--- src/rtl/seg_pkg.sv ---
// Shared definitions for the seven-segment scanning driver: logical segment
// patterns ({g,f,e,d,c,b,a}, 1 = lit), scan FSM states and a width helper.
package seg_pkg;

    typedef enum logic {
        BLANK = 1'b0,
        SHOW  = 1'b1
    } state_t;

    localparam logic [6:0] SEG_0   = 7'h3F;
    localparam logic [6:0] SEG_1   = 7'h06;
    localparam logic [6:0] SEG_2   = 7'h5B;
    localparam logic [6:0] SEG_3   = 7'h4F;
    localparam logic [6:0] SEG_4   = 7'h66;
    localparam logic [6:0] SEG_5   = 7'h6D;
    localparam logic [6:0] SEG_6   = 7'h7D;
    localparam logic [6:0] SEG_7   = 7'h07;
    localparam logic [6:0] SEG_8   = 7'h7F;
    localparam logic [6:0] SEG_9   = 7'h6F;
    localparam logic [6:0] SEG_A   = 7'h77;
    localparam logic [6:0] SEG_B   = 7'h7C;
    localparam logic [6:0] SEG_C   = 7'h39;
    localparam logic [6:0] SEG_D   = 7'h5E;
    localparam logic [6:0] SEG_E   = 7'h79;
    localparam logic [6:0] SEG_F   = 7'h71;
    localparam logic [6:0] SEG_OFF = 7'h00;

    // Bits needed to hold 0..n-1, never less than one.
    function automatic int width_for(input int n);
        return (n > 1) ? $clog2(n) : 1;
    endfunction

endpackage

--- src/rtl/hex7seg.sv ---
// Combinational nibble to logical seven-segment pattern decoder (1 = lit).
module hex7seg
    import seg_pkg::*;
(
    input  logic [3:0] nibble_i,
    output logic [6:0] pattern_o
);

    always_comb begin
        pattern_o = SEG_OFF;
        unique case (nibble_i)
            4'h0: pattern_o = SEG_0;
            4'h1: pattern_o = SEG_1;
            4'h2: pattern_o = SEG_2;
            4'h3: pattern_o = SEG_3;
            4'h4: pattern_o = SEG_4;
            4'h5: pattern_o = SEG_5;
            4'h6: pattern_o = SEG_6;
            4'h7: pattern_o = SEG_7;
            4'h8: pattern_o = SEG_8;
            4'h9: pattern_o = SEG_9;
            4'hA: pattern_o = SEG_A;
            4'hB: pattern_o = SEG_B;
            4'hC: pattern_o = SEG_C;
            4'hD: pattern_o = SEG_D;
            4'hE: pattern_o = SEG_E;
            4'hF: pattern_o = SEG_F;
        endcase
    end

endmodule

--- src/rtl/seg_disp_mux.sv ---
// Time-multiplexed seven-segment driver: shadowed inputs, BLANK/SHOW scan FSM,
// digit masking, leading-zero suppression and registered polarity-adjusted outputs.
module seg_disp_mux
    import seg_pkg::*;
#(
    parameter int NUM_DIGITS   = 4,
    parameter int REFRESH_DIV  = 50000,
    parameter int BLANK_CYCLES = 500,
    parameter bit ACTIVE_LOW   = 1'b1
) (
    input  logic                               clk,
    input  logic                               rst,
    input  logic [4*NUM_DIGITS-1:0]            value,
    input  logic [NUM_DIGITS-1:0]              dp_in,
    input  logic [NUM_DIGITS-1:0]              digit_en,
    input  logic                               lz_en,
    input  logic                               load,
    output logic [NUM_DIGITS-1:0]              an,
    output logic [6:0]                         seg,
    output logic                               dp,
    output logic [width_for(NUM_DIGITS)-1:0]   digit_idx
);

    localparam int IDX_W   = width_for(NUM_DIGITS);
    localparam int CNT_MAX = (REFRESH_DIV > BLANK_CYCLES) ? REFRESH_DIV : BLANK_CYCLES;
    localparam int CNT_W   = width_for(CNT_MAX);

    localparam logic [CNT_W-1:0] BLANK_LAST = CNT_W'(BLANK_CYCLES - 1);
    localparam logic [CNT_W-1:0] SHOW_LAST  = CNT_W'(REFRESH_DIV - 1);
    localparam logic [IDX_W-1:0] IDX_LAST   = IDX_W'(NUM_DIGITS - 1);

    logic [4*NUM_DIGITS-1:0] sh_value_q;
    logic [NUM_DIGITS-1:0]   sh_dp_q;
    logic [NUM_DIGITS-1:0]   sh_en_q;
    logic                    sh_lz_q;

    state_t                  state_q, state_d;
    logic [CNT_W-1:0]        cnt_q, cnt_d;
    logic [IDX_W-1:0]        idx_q, idx_d;
    logic [6:0]              cap_seg_q, cap_seg_d;
    logic                    cap_dp_q, cap_dp_d;
    logic                    cap_lit_q, cap_lit_d;

    logic [NUM_DIGITS-1:0]   an_q, an_d;
    logic [6:0]              seg_q, seg_d;
    logic                    out_dp_q, out_dp_d;
    logic [IDX_W-1:0]        digit_idx_q, digit_idx_d;

    logic [NUM_DIGITS-1:0]   lit_mask;
    logic [3:0]              nib_sel;
    logic                    dp_sel;
    logic                    lit_sel;
    logic [6:0]              pattern;
    logic                    show_lit;

    // A digit may light if enabled and not part of the run of leading zeros;
    // a requested decimal point ends that run at its own digit.
    always_comb begin
        logic run_zero;
        run_zero = 1'b1;
        lit_mask = '0;
        for (int k = NUM_DIGITS - 1; k >= 1; k--) begin
            run_zero    = run_zero && (sh_value_q[k*4 +: 4] == 4'h0) && !sh_dp_q[k];
            lit_mask[k] = sh_en_q[k] && !(sh_lz_q && run_zero);
        end
        lit_mask[0] = sh_en_q[0];
    end

    always_comb begin
        nib_sel = 4'h0;
        dp_sel  = 1'b0;
        lit_sel = 1'b0;
        for (int k = 0; k < NUM_DIGITS; k++) begin
            if (idx_q == IDX_W'(k)) begin
                nib_sel = sh_value_q[k*4 +: 4];
                dp_sel  = sh_dp_q[k];
                lit_sel = lit_mask[k];
            end
        end
    end

    hex7seg u_hex7seg (
        .nibble_i  (nib_sel),
        .pattern_o (pattern)
    );

    always_comb begin
        state_d   = state_q;
        cnt_d     = cnt_q + 1'b1;
        idx_d     = idx_q;
        cap_seg_d = cap_seg_q;
        cap_dp_d  = cap_dp_q;
        cap_lit_d = cap_lit_q;
        unique case (state_q)
            BLANK: begin
                if (cnt_q == BLANK_LAST) begin
                    state_d   = SHOW;
                    cnt_d     = '0;
                    cap_seg_d = pattern;
                    cap_dp_d  = dp_sel;
                    cap_lit_d = lit_sel;
                end
            end
            SHOW: begin
                if (cnt_q == SHOW_LAST) begin
                    state_d = BLANK;
                    cnt_d   = '0;
                    idx_d   = (idx_q == IDX_LAST) ? '0 : idx_q + 1'b1;
                end
            end
        endcase
    end

    // Outputs are derived from the registered state, so they trail it by one cycle.
    assign show_lit = (state_q == SHOW) && cap_lit_q;

    genvar gi;
    generate
        for (gi = 0; gi < NUM_DIGITS; gi++) begin : g_anode
            assign an_d[gi] = (show_lit && (idx_q == IDX_W'(gi))) ^ ACTIVE_LOW;
        end
    endgenerate

    assign seg_d       = (show_lit ? cap_seg_q : SEG_OFF) ^ {7{ACTIVE_LOW}};
    assign out_dp_d    = (show_lit && cap_dp_q) ^ ACTIVE_LOW;
    assign digit_idx_d = (state_q == SHOW) ? idx_q : digit_idx_q;

    always_ff @(posedge clk or posedge rst) begin
        if (rst) begin
            sh_value_q  <= '0;
            sh_dp_q     <= '0;
            sh_en_q     <= '1;
            sh_lz_q     <= 1'b0;
            state_q     <= BLANK;
            cnt_q       <= '0;
            idx_q       <= '0;
            cap_seg_q   <= SEG_OFF;
            cap_dp_q    <= 1'b0;
            cap_lit_q   <= 1'b0;
            an_q        <= {NUM_DIGITS{ACTIVE_LOW}};
            seg_q       <= {7{ACTIVE_LOW}};
            out_dp_q    <= ACTIVE_LOW;
            digit_idx_q <= '0;
        end else begin
            if (load) begin
                sh_value_q <= value;
                sh_dp_q    <= dp_in;
                sh_en_q    <= digit_en;
                sh_lz_q    <= lz_en;
            end
            state_q     <= state_d;
            cnt_q       <= cnt_d;
            idx_q       <= idx_d;
            cap_seg_q   <= cap_seg_d;
            cap_dp_q    <= cap_dp_d;
            cap_lit_q   <= cap_lit_d;
            an_q        <= an_d;
            seg_q       <= seg_d;
            out_dp_q    <= out_dp_d;
            digit_idx_q <= digit_idx_d;
        end
    end

    assign an        = an_q;
    assign seg       = seg_q;
    assign dp        = out_dp_q;
    assign digit_idx = digit_idx_q;

endmodule

--- config.mk ---
export PLATFORM = sky130hd
export DESIGN_NAME = seg_disp_mux
export DESIGN_NICKNAME = d
export VERILOG_FILES = /design/src/rtl/seg_pkg.sv /design/src/rtl/hex7seg.sv /design/src/rtl/seg_disp_mux.sv
export SDC_FILE = /design/constraint.sdc
export NUM_CORES = 1
export LEC_CHECK = 0
export ABC_AREA = 1
export BUFFER_PORTS_ARGS = -buffer_cell sky130_fd_sc_hd__buf_4
export CAP_MARGIN = 20
export CELL_PAD_IN_SITES_DETAIL_PLACEMENT = 1
export CELL_PAD_IN_SITES_GLOBAL_PLACEMENT = 1
export CORE_UTILIZATION = 45
export DETAILED_ROUTE_END_ITERATION = 8
export PLACE_DENSITY = 0.79
export SLEW_MARGIN = 20
export SYNTH_ARGS = -nofsm -noshare
export SYNTH_HDL_FRONTEND = slang
export SYNTH_HIERARCHICAL = 1
export SYNTH_SLANG_ARGS = --single-unit
--- constraint.sdc ---
create_clock -name clk -period 5.15 [get_ports clk]
set_input_delay 0.515 -clock clk [delete_from_list [all_inputs] [get_ports clk]]
set_output_delay 0.515 -clock clk [all_outputs]
set_load 0.02 [all_outputs]
# --- Word-level counts from Yosys, hierarchy flattened ---
# Memory sizes are Yosys's and may differ from the RTL's. A register that Yosys moved wholly into a read port is not among the register bits.
# Cells that the tools add are included.
# W data, S select, Z words.
totals:
  reg_bits: 60
  latch_bits: 0
  ram_bits: 0
  mem_bits_ro: 112
  in_bits: 28
  output_inout_bits: 14
  elab_cells: 77
  n_memories: 1
op_classes:
  addsub: 2
  multipliers: 0
  div: 0
  order_cmp: 0
  n_eq_ne: 5
  shifts: 0
  n_mux: 20
  n_bitwise: 7
  n_reduce_logical: 29
memory_table:
  columns: ["name", "depth", "word_bits", "read_ports", "rd_clocked_by_memory_dff", "write_ports", "line", "rtl"]
  rows:
  - ["(no name shown)", 16, 7, 1, 1, 0, "hex7seg.sv:11", "unique case (nibble_i)"]
ops:
  columns: ["cell", "n"]
  rows:
  - ["$mux W16", 2]
  - ["$pmux W16 S2", 1]
  - ["$logic_and A1 B1 Y1", 17]
  - ["$add A16 B1 Y16 const B", 1]
  - ["$eq A16 B16 Y1 const B", 1]
  - ["$eq A16 B9 Y1 const B", 1]
  - ["$mux W4", 4]
  - ["$logic_not A4 Y1", 3]
  - ["$mux W1", 10]
  - ["$mux W7", 1]
  - ["$not A7 Y7", 1]
  - ["$logic_not A1 Y1", 6]
  - ["$not A1 Y1", 6]
  - ["$eq A2 B2 Y1 const B", 2]
  - ["$reduce_and A2 Y1", 2]
  - ["$add A2 B1 Y2 const B", 1]
  - ["$eq A2 B1 Y1 const B", 1]
  - ["$logic_not A2 Y1", 1]
  - ["$mux W2", 1]
  - ["$pmux W1 S2", 1]

# --- Depth between registers and ports, before layout ---
# Gate-level depths: netlist (run 1).
depth:
  depth_word: 12
  mapped_depth: 17
  ltp_nobuf: 17

# --- By module ---
# Netlist (run 1), hierarchy kept.
by_module_without_submodules:
  columns: ["mod", "n_inst", "cells_each", "area_each_um2"]
  rows:
  - ["seg_disp_mux", 1, 348, 3083.0]
  - ["hex7seg", 1, 52, 270.3]

# --- Least setup slack after synthesis (run 1) ---
# No wires, ideal clock.
synth_path:
  path_kind: "register to register"
  from: "register idx_q[1]"
  to: "register cap_seg_q[3]"
  setup_time_ns: 0.116
  arrival_ns: 2.293
  required_ns: 5.034
  slack_ns: 2.740
  stages_incl_launch_ff: 17
  n_path_buf: 1
  synth_period_minus_slack_ns: 2.410
  cell_sequence: "dfrtp_1 > inv_1 > ha_1 > clkbuf_1 > nor2_1 > nand2_1 > a21oi_1 > a211oi_1 > a21oi_1 > inv_1 > ha_1 > nand2_1 > o21ai_0 > nand2_1 > nand2_1 > nand2_1 > nand2_1"
synth_between:
  elab_chain_cells: 5
  elab_cells_between_ends: 8
  cone_classes: "3 x eq/ne; 4 x mux; 1 x reduce/logical"
synth_lines:
  columns: ["item", "line", "rtl"]
  rows:
  - ["from (decl)", "seg_disp_mux.sv:39", "logic [IDX_W-1:0] idx_q, idx_d;"]
  - ["from (signal assigned)", "seg_disp_mux.sv:153", "idx_q <= idx_d;"]
  - ["$logic_not A2 Y1", "seg_disp_mux.sv:74", "if (idx_q == IDX_W'(k)) begin"]
  - ["$mux W4 (3 in a row)", "seg_disp_mux.sv:74", null]
  - ["$mux W4 (*)", "seg_disp_mux.sv:74", null]
  - ["net nib_sel[1]", "seg_disp_mux.sv:50", "logic [3:0] nib_sel;"]
  - ["to (decl)", "seg_disp_mux.sv:40", "logic [6:0] cap_seg_q, cap_seg_d;"]
# Mark *: on every way through the listed nets, which the timed path passes. The rest lies on a longest branch.
# A chain may end at the register's enable or synchronous reset.

# --- Final worst setup path (run 1) ---
# Same ends and word-level chain as after synthesis.

==> impl_metrics.env, run 1 <==
export IMPL_crit_top_cell="nand2_1"
export IMPL_n_antenna_cell=0
export IMPL_slew_viol_final=0
export IMPL_synth_cells=400
export IMPL_routedWlPerCell_um=14.2
export IMPL_area_growth_pct=17.2
export IMPL_antenna_left=0
export IMPL_switching_power_uw=279
export IMPL_initial_core_util_pct=46.5
export IMPL_drt_iter0_drc=111
export IMPL_fp_dieH_um=88.3
export IMPL_mostFrequentLayoutCells="nand2_1 (124), dfrtp_1 (51), inv_1 (47), buf_4 (42), nor2_1 (29)"
export IMPL_combPwrFrac_pct=9.7
export IMPL_p_seq_share_pct=50.5
export IMPL_slew_headroom_pct=44.7
export IMPL_path_buf_inv=2
export IMPL_detailedPlace_worstSlack_ps=2340
export IMPL_dieArea_um2=7800
export IMPL_synth_cell_types=31
export IMPL_gp_congestion=0.854
export IMPL_cpPeakStageDelay_ps=400
export IMPL_cts_max_level=3
export IMPL_cts_root_buf="clkbuf_8"
export IMPL_grt_pass1_wl_mm=13.1
export IMPL_clock_skew_final_ps=14.9
export IMPL_ir_worst_vdd_uv=160
export IMPL_clk_path_buf_depth=2
export IMPL_whs_ps=380
export IMPL_r2r_start="idx_q[1]"
export IMPL_drv_cap=0
export IMPL_cts_resized=0
export IMPL_track_usage_pct=22.2
export IMPL_cts_sinks=67
export IMPL_p_int_uw=829
export IMPL_instances_no_fill=545
export IMPL_fin_crit_ps=2900
export IMPL_yosysSeqAreaShare_pct=50.6
export IMPL_ys_ff_latch=67
export IMPL_worstSetupPathType="reg2reg"
export IMPL_place_area_um2=3730
export IMPL_ctsHoldBuffers=0
export IMPL_drt_pass1_iterations=4
export IMPL_drt_total_wl_mm=7.75
export IMPL_synth_warnings=6
export IMPL_cts_tree="done"
export IMPL_clk_latency_ps=350
export IMPL_synthesis_area_um2=3350
export IMPL_place_inst=529
export IMPL_crit_start="idx_q[1]"
export IMPL_die_w_um=88.3
export IMPL_max_slew_worst_pin_slew_ps=829
export IMPL_min_path_type="in2reg"
export IMPL_grt_pass1_vias=2797
export IMPL_final_util_pct=54.5
export IMPL_power_density_nw_per_um2=282
export IMPL_dpl_hpwl_mm=5.77
export IMPL_viasPerCell=4.91
export IMPL_rsz0062_at_grt="false"
export IMPL_total_power_mw=1.11
export IMPL_final_nets=481
export IMPL_path_clk_slew_ps=70
export IMPL_syn_nets=440
export IMPL_crit_path_start_kind="flip-flop"
export IMPL_antenna_found_initial=0
export IMPL_p_leak_nw=1.97
export IMPL_slowest_stage="dfrtp_1"
export IMPL_period_share_pct=56.3
export IMPL_io_pins=42
export IMPL_crit_family="simple AND/OR/NAND/NOR gates"
export IMPL_critPathArrivalTime_ps=3130
export IMPL_postLayoutCellArea_um2=3930
export IMPL_reg2reg_slack_ps=2250
export IMPL_gr_total_overflow=0
export IMPL_portBuffers=41
export IMPL_finalHoldViolCount=0
export IMPL_drc=0
export IMPL_layout_cells_most_common="nand2_1"
export IMPL_rr_endpoint="cap_seg_q[3]"
export IMPL_cts_buffers=9
export IMPL_crit_path_end_kind="flip-flop"
export IMPL_status="completed"
export IMPL_clkPwrFrac_pct=39.8
export IMPL_setup_ws_ps=2250
export IMPL_crit_fanout=8
export IMPL_drive_above_1_share_pct=21.3
export IMPL_tns_ps=0
export IMPL_required_ps=5380
export IMPL_post_cts_buffers=0
export IMPL_grt_max_degree=68
export IMPL_setup_viol=0
export IMPL_fmax_mhz=345
export IMPL_r2r_cells=15
export IMPL_sw_frac_of_total_pct=25.2
export IMPL_vias=2677
export IMPL_crit_chain="inv_1 > ha_1 > nor2_1 > nand2_1 > a21oi_1 > a211oi_1 > a21oi_1 > inv_1 > ha_1 > nand2_1 > o21ai_0 > nand2_1 > nand2_1 > nand2_1 > nand2_1"
export IMPL_cp_depth=15
export IMPL_synth_area_per_cell_um2=8.38
export IMPL_rows=31
export IMPL_crit_end="cap_seg_q[3]"
export IMPL_core_area_um2=7210
[how the worst min path moves through the flow]
stage	depth (start not counted)	from	endpoint
2_1_floorplan	1	cap_seg_q[0]	seg[0]
3_3_place_gp	1	cap_seg_q[0]	seg[0]
3_5_place_dp	1	cap_seg_q[6]	seg[6]
4_1_cts	3	lz_en	sh_lz_q
5_1_grt	3	value[15]	sh_value_q[15]
6_report	3	lz_en	sh_lz_q
[cell families after synthesis]
kind of cell | count (synthesis) | share of synthesized area (%)
DFF | 67 | 50.6
and+or+nand+nor | 191 | 23.5
muxes | 12 | 4.03
adders and majority gates | 12 | 4.48
xor gates and xnor gates | 9 | 2.35
buffers and inverters | 63 | 7.50
AOI/OAI and AO/OA | 46 | 7.54
[worst reg2reg max path, stage by stage, from the launching register on]
cell,delay [ps]
dfrtp_1,400
inv_1,100
ha_1,290
nor2_1,350
nand2_1,110
a21oi_1,140
a211oi_1,80
a21oi_1,400
inv_1,190
ha_1,310
nand2_1,100
o21ai_0,90
nand2_1,80
nand2_1,50
nand2_1,60
nand2_1,50
[routing by layer]
metal	up-vias	track usage [%]	wire length, um
li1	1342	-	-
met5	-	0	0
met3	12	4.29	208
met1	1282	27.2	3540
met2	41	39.0	3900
met4	0	7.62	104
[power by group through the flow]
stage	clock (mW)	sequential (mW)	combinational, mW
CTS	0.450	0.560	0.110
finish	0.441	0.559	0.107
detailed placement	0	0.569	0.109
global placement	0	0.568	0.103
floorplan	0	0.564	0.0736
global route	0.472	0.561	0.124
[cells in the mapped netlist]
| master | number | area share, % |
|---|---|---|
| a22oi_1 | 1 | 0.22 |
| clkinv_2 | 1 | 0.15 |
| nor3_2 | 1 | 0.30 |
| ha_1 | 12 | 4.5 |
| o21bai_1 | 1 | 0.22 |
| buf_1 | 1 | 0.11 |
| inv_1 | 48 | 5.4 |
| mux2_2 | 12 | 4.0 |
| o21ai_0 | 22 | 3.3 |
| buf_6 | 1 | 0.34 |
| nor2_1 | 29 | 3.2 |
| nor2_2 | 1 | 0.19 |
| nand4_1 | 6 | 1.1 |
| nand3_1 | 19 | 2.8 |
| xor2_1 | 6 | 1.6 |
| a21oi_2 | 2 | 0.52 |
| nor4_1 | 2 | 0.37 |
| or2_4 | 1 | 0.26 |
| xnor2_1 | 3 | 0.78 |
| and3_1 | 1 | 0.19 |
| dfstp_2 | 16 | 13 |
| dfrtp_1 | 51 | 38 |
| a211oi_1 | 4 | 0.90 |
| buf_2 | 2 | 0.30 |
| nand2_1 | 124 | 14 |
| nand2_2 | 2 | 0.37 |
| nor3_1 | 5 | 0.75 |
| buf_4 | 1 | 0.22 |
| inv_2 | 2 | 0.22 |
| clkbuf_1 | 7 | 0.78 |
| a21oi_1 | 16 | 2.4 |
[flip-flops by register name, summed over array words and instances (netlist names), 2 cells and up]
register	cells
seg	7
cnt_q	16
sh_dp_q	4
cap_seg_q	7
digit_idx	2
sh_en_q	4
an	4
sh_value_q	16
idx_q	2
[final cells by class]
class / count / area (um^2)
fill: 907 / 3280
sequential: 67 / 1700
multi-input combinational: 270 / 1410
timing repair buffer: 42 / 315
inverter: 51 / 193
clock buffer: 12 / 145
tap: 99 / 124
clock inverter: 4 / 51.3
Power figures use the tool's default switching activity.
==> run 2, diff against run 1 <==
--- a/config.mk
+++ b/config.mk
@@ -10,9 +10,9 @@
 export CAP_MARGIN = 20
 export CELL_PAD_IN_SITES_DETAIL_PLACEMENT = 1
 export CELL_PAD_IN_SITES_GLOBAL_PLACEMENT = 1
-export CORE_UTILIZATION = 45
+export CORE_UTILIZATION = 43
 export DETAILED_ROUTE_END_ITERATION = 8
-export PLACE_DENSITY = 0.79
+export PLACE_DENSITY = 0.76
 export SLEW_MARGIN = 20
 export SYNTH_ARGS = -nofsm -noshare
 export SYNTH_HDL_FRONTEND = slang
==> constraint.sdc (replaced) <==
create_clock -name clk -period 2.9 [get_ports clk]
set_input_delay 0.29 -clock clk [delete_from_list [all_inputs] [get_ports clk]]
set_output_delay 0.29 -clock clk [all_outputs]
set_load 0.02 [all_outputs]
==> run 2 against run 1 <==
Effect of this change:
- clock power increased by 140%
- power increased by 100%
- sequential share of layout area decreased by 1.2 points
- hold slack got worse by 230 ps
- sequential cell count unchanged
- die area increased by 4.5%
- critical path depth unchanged
- register-to-register slack got worse by 2000 ps
- critical path type unchanged
==> impl_metrics.env, run 2 (synthesized netlist as in run 1, its figures left out) <==
export IMPL_cts_sinks=67
export IMPL_drv_cap=0
export IMPL_p_leak_nw=2.03
export IMPL_layout_cells_most_common="nand2_1"
export IMPL_post_cts_buffers=0
export IMPL_instances_no_fill=551
export IMPL_drc=0
export IMPL_r2r_cells=15
export IMPL_slowest_stage="dfrtp_1"
export IMPL_postLayoutCellArea_um2=4050
export IMPL_cts_tree="done"
export IMPL_gr_total_overflow=0
export IMPL_slew_viol_final=0
export IMPL_required_ps=3140
export IMPL_rsz0062_at_grt="false"
export IMPL_crit_path_end_kind="flip-flop"
export IMPL_critPathArrivalTime_ps=2880
export IMPL_gp_congestion=0.835
export IMPL_slew_headroom_pct=68.5
export IMPL_ir_worst_vdd_uv=367
export IMPL_grt_pass1_wl_mm=13.9
export IMPL_rr_endpoint="cap_seg_q[3]"
export IMPL_min_from="value[4]"
export IMPL_reg_top3="cnt_q x16, sh_value_q x16"
export IMPL_antenna_found_initial=0
export IMPL_whs_ps=147
export IMPL_fin_crit_ps=2640
export IMPL_fmax_mhz=379
export IMPL_power_density_nw_per_um2=552
export IMPL_crit_path_start_kind="flip-flop"
export IMPL_clk_latency_ps=350
export IMPL_setup_viol=0
export IMPL_fp_dieH_um=90.3
export IMPL_cts_max_level=3
export IMPL_initial_core_util_pct=45.3
export IMPL_cts_buffers=9
export IMPL_drt_pass1_iterations=7
export IMPL_antenna_left=0
export IMPL_finalHoldViolCount=0
export IMPL_routedWlPerCell_um=14.8
export IMPL_crit_start="idx_q[1]"
export IMPL_rows=31
export IMPL_core_area_um2=7410
export IMPL_drt_total_wl_mm=8.14
export IMPL_cts_root_buf="clkbuf_8"
export IMPL_dpl_hpwl_mm=5.95
export IMPL_n_antenna_cell=0
export IMPL_cts_resized=0
export IMPL_clk_path_buf_depth=2
export IMPL_vias=2743
export IMPL_crit_fanout=8
export IMPL_die_w_um=90.3
export IMPL_cpPeakStageDelay_ps=410
export IMPL_dieArea_um2=8150
export IMPL_r2r_start="idx_q[1]"
export IMPL_nFillCells=909
export IMPL_area_growth_pct=20.7
export IMPL_path_clk_slew_ps=70
export IMPL_grt_max_degree=39
export IMPL_drt_iter0_drc=81
export IMPL_crit_top_cell="nand2_1"
export IMPL_tns_ps=0
export IMPL_worstSetupPathType="reg2reg"
export IMPL_place_area_um2=3770
export IMPL_min_path_type="in2reg"
export IMPL_crit_chain="inv_1 > ha_1 > nor2_1 > nand2_1 > a21oi_1 > a211oi_1 > a21oi_1 > inv_1 > ha_1 > nand2_1 > o21ai_0 > nand2_1 > nand2_1 > nand2_1 > nand2_1"
export IMPL_period_share_pct=91.0
export IMPL_clock_skew_final_ps=3.51
export IMPL_viasPerCell=4.98
export IMPL_portBuffers=41
export IMPL_drive_above_1_share_pct=22.3
export IMPL_final_nets=487
export IMPL_reg2reg_slack_ps=260
export IMPL_grt_pass1_vias=2962
export IMPL_crit_end="cap_seg_q[3]"
export IMPL_track_usage_pct=21.8
export IMPL_mostFrequentLayoutCells="nand2_1 (124), dfrtp_1 (51), inv_1 (47), buf_4 (47), nor2_1 (29)"
export IMPL_io_pins=42
export IMPL_status="completed"
export IMPL_max_slew_worst_pin_slew_ps=472
export IMPL_place_inst=534
-- run 2: final cells by class --
class | instances | area (um^2) | share of cell area (%)
Sequential cell | 67 | 1700 | 41.9
Clock buffer | 10 | 128 | 3.15
Inverter | 51 | 193 | 4.76
Tap cell | 99 | 124 | 3.06
Multi-Input combinational cell | 270 | 1410 | 34.7
Clock inverter | 6 | 138 | 3.40
Timing Repair Buffer | 48 | 363 | 8.97
-- run 2: repair_timing --
item                       CTS  global route
setup endpoints to repair    0             0
hold buffers                 1             0
hold endpoints to repair     7             0
-- run 2: worst min path at each step --
stage                           to  slack (ps)  cells after the start
floorplan                   seg[0]         380                      1
global placement         cnt_q[12]         210                      2
detailed placement       cnt_q[10]         210                      2
CTS                  sh_value_q[4]         140                      3
global route        sh_value_q[12]         150                      3
finish               sh_value_q[4]         150                      3
-- run 2: through the flow --
| step | power, mW | utilization, % | setup WS, ps |
|---|---|---|---|
| floorplan | 1.13 | - | 490 |
| global placement | 1.20 | 50.9 | 550 |
| detailed placement | 1.21 | 50.9 | 328 |
| CTS | 2.26 | 54.6 | 236 |
| global route | 2.32 | 54.6 | 19.4 |
| finish | 2.23 | 54.6 | 261 |
-- run 2: metal layers --
| layer | track usage, % | part of all wire (%) |
|---|---|---|
| met2 | 37.8 | 49 |
| met4 | 9.81 | 2.5 |
| met1 | 26.5 | 45 |
| met5 | 0 | 0 |
| met3 | 3.62 | 2.9 |
-- run 2: power by group --
part | total [mW] | switching (mW) | internal [mW]
combinational | 0.202 | 0.116 | 0.0855
clock | 1.04 | 0.375 | 0.661
sequential | 0.996 | 0.0235 | 0.972
-- run 2: worst max-delay path, delay by kind of cell, from the launching register on --
kind                     cells  cell delay [ps]
AO/OA/AOI/OAI                4              630
flip-flops                   1              410
adder cells (fa/ha/maj)      2              630
AND/OR/NAND/NOR              7              610
buffers and inverters        2              270
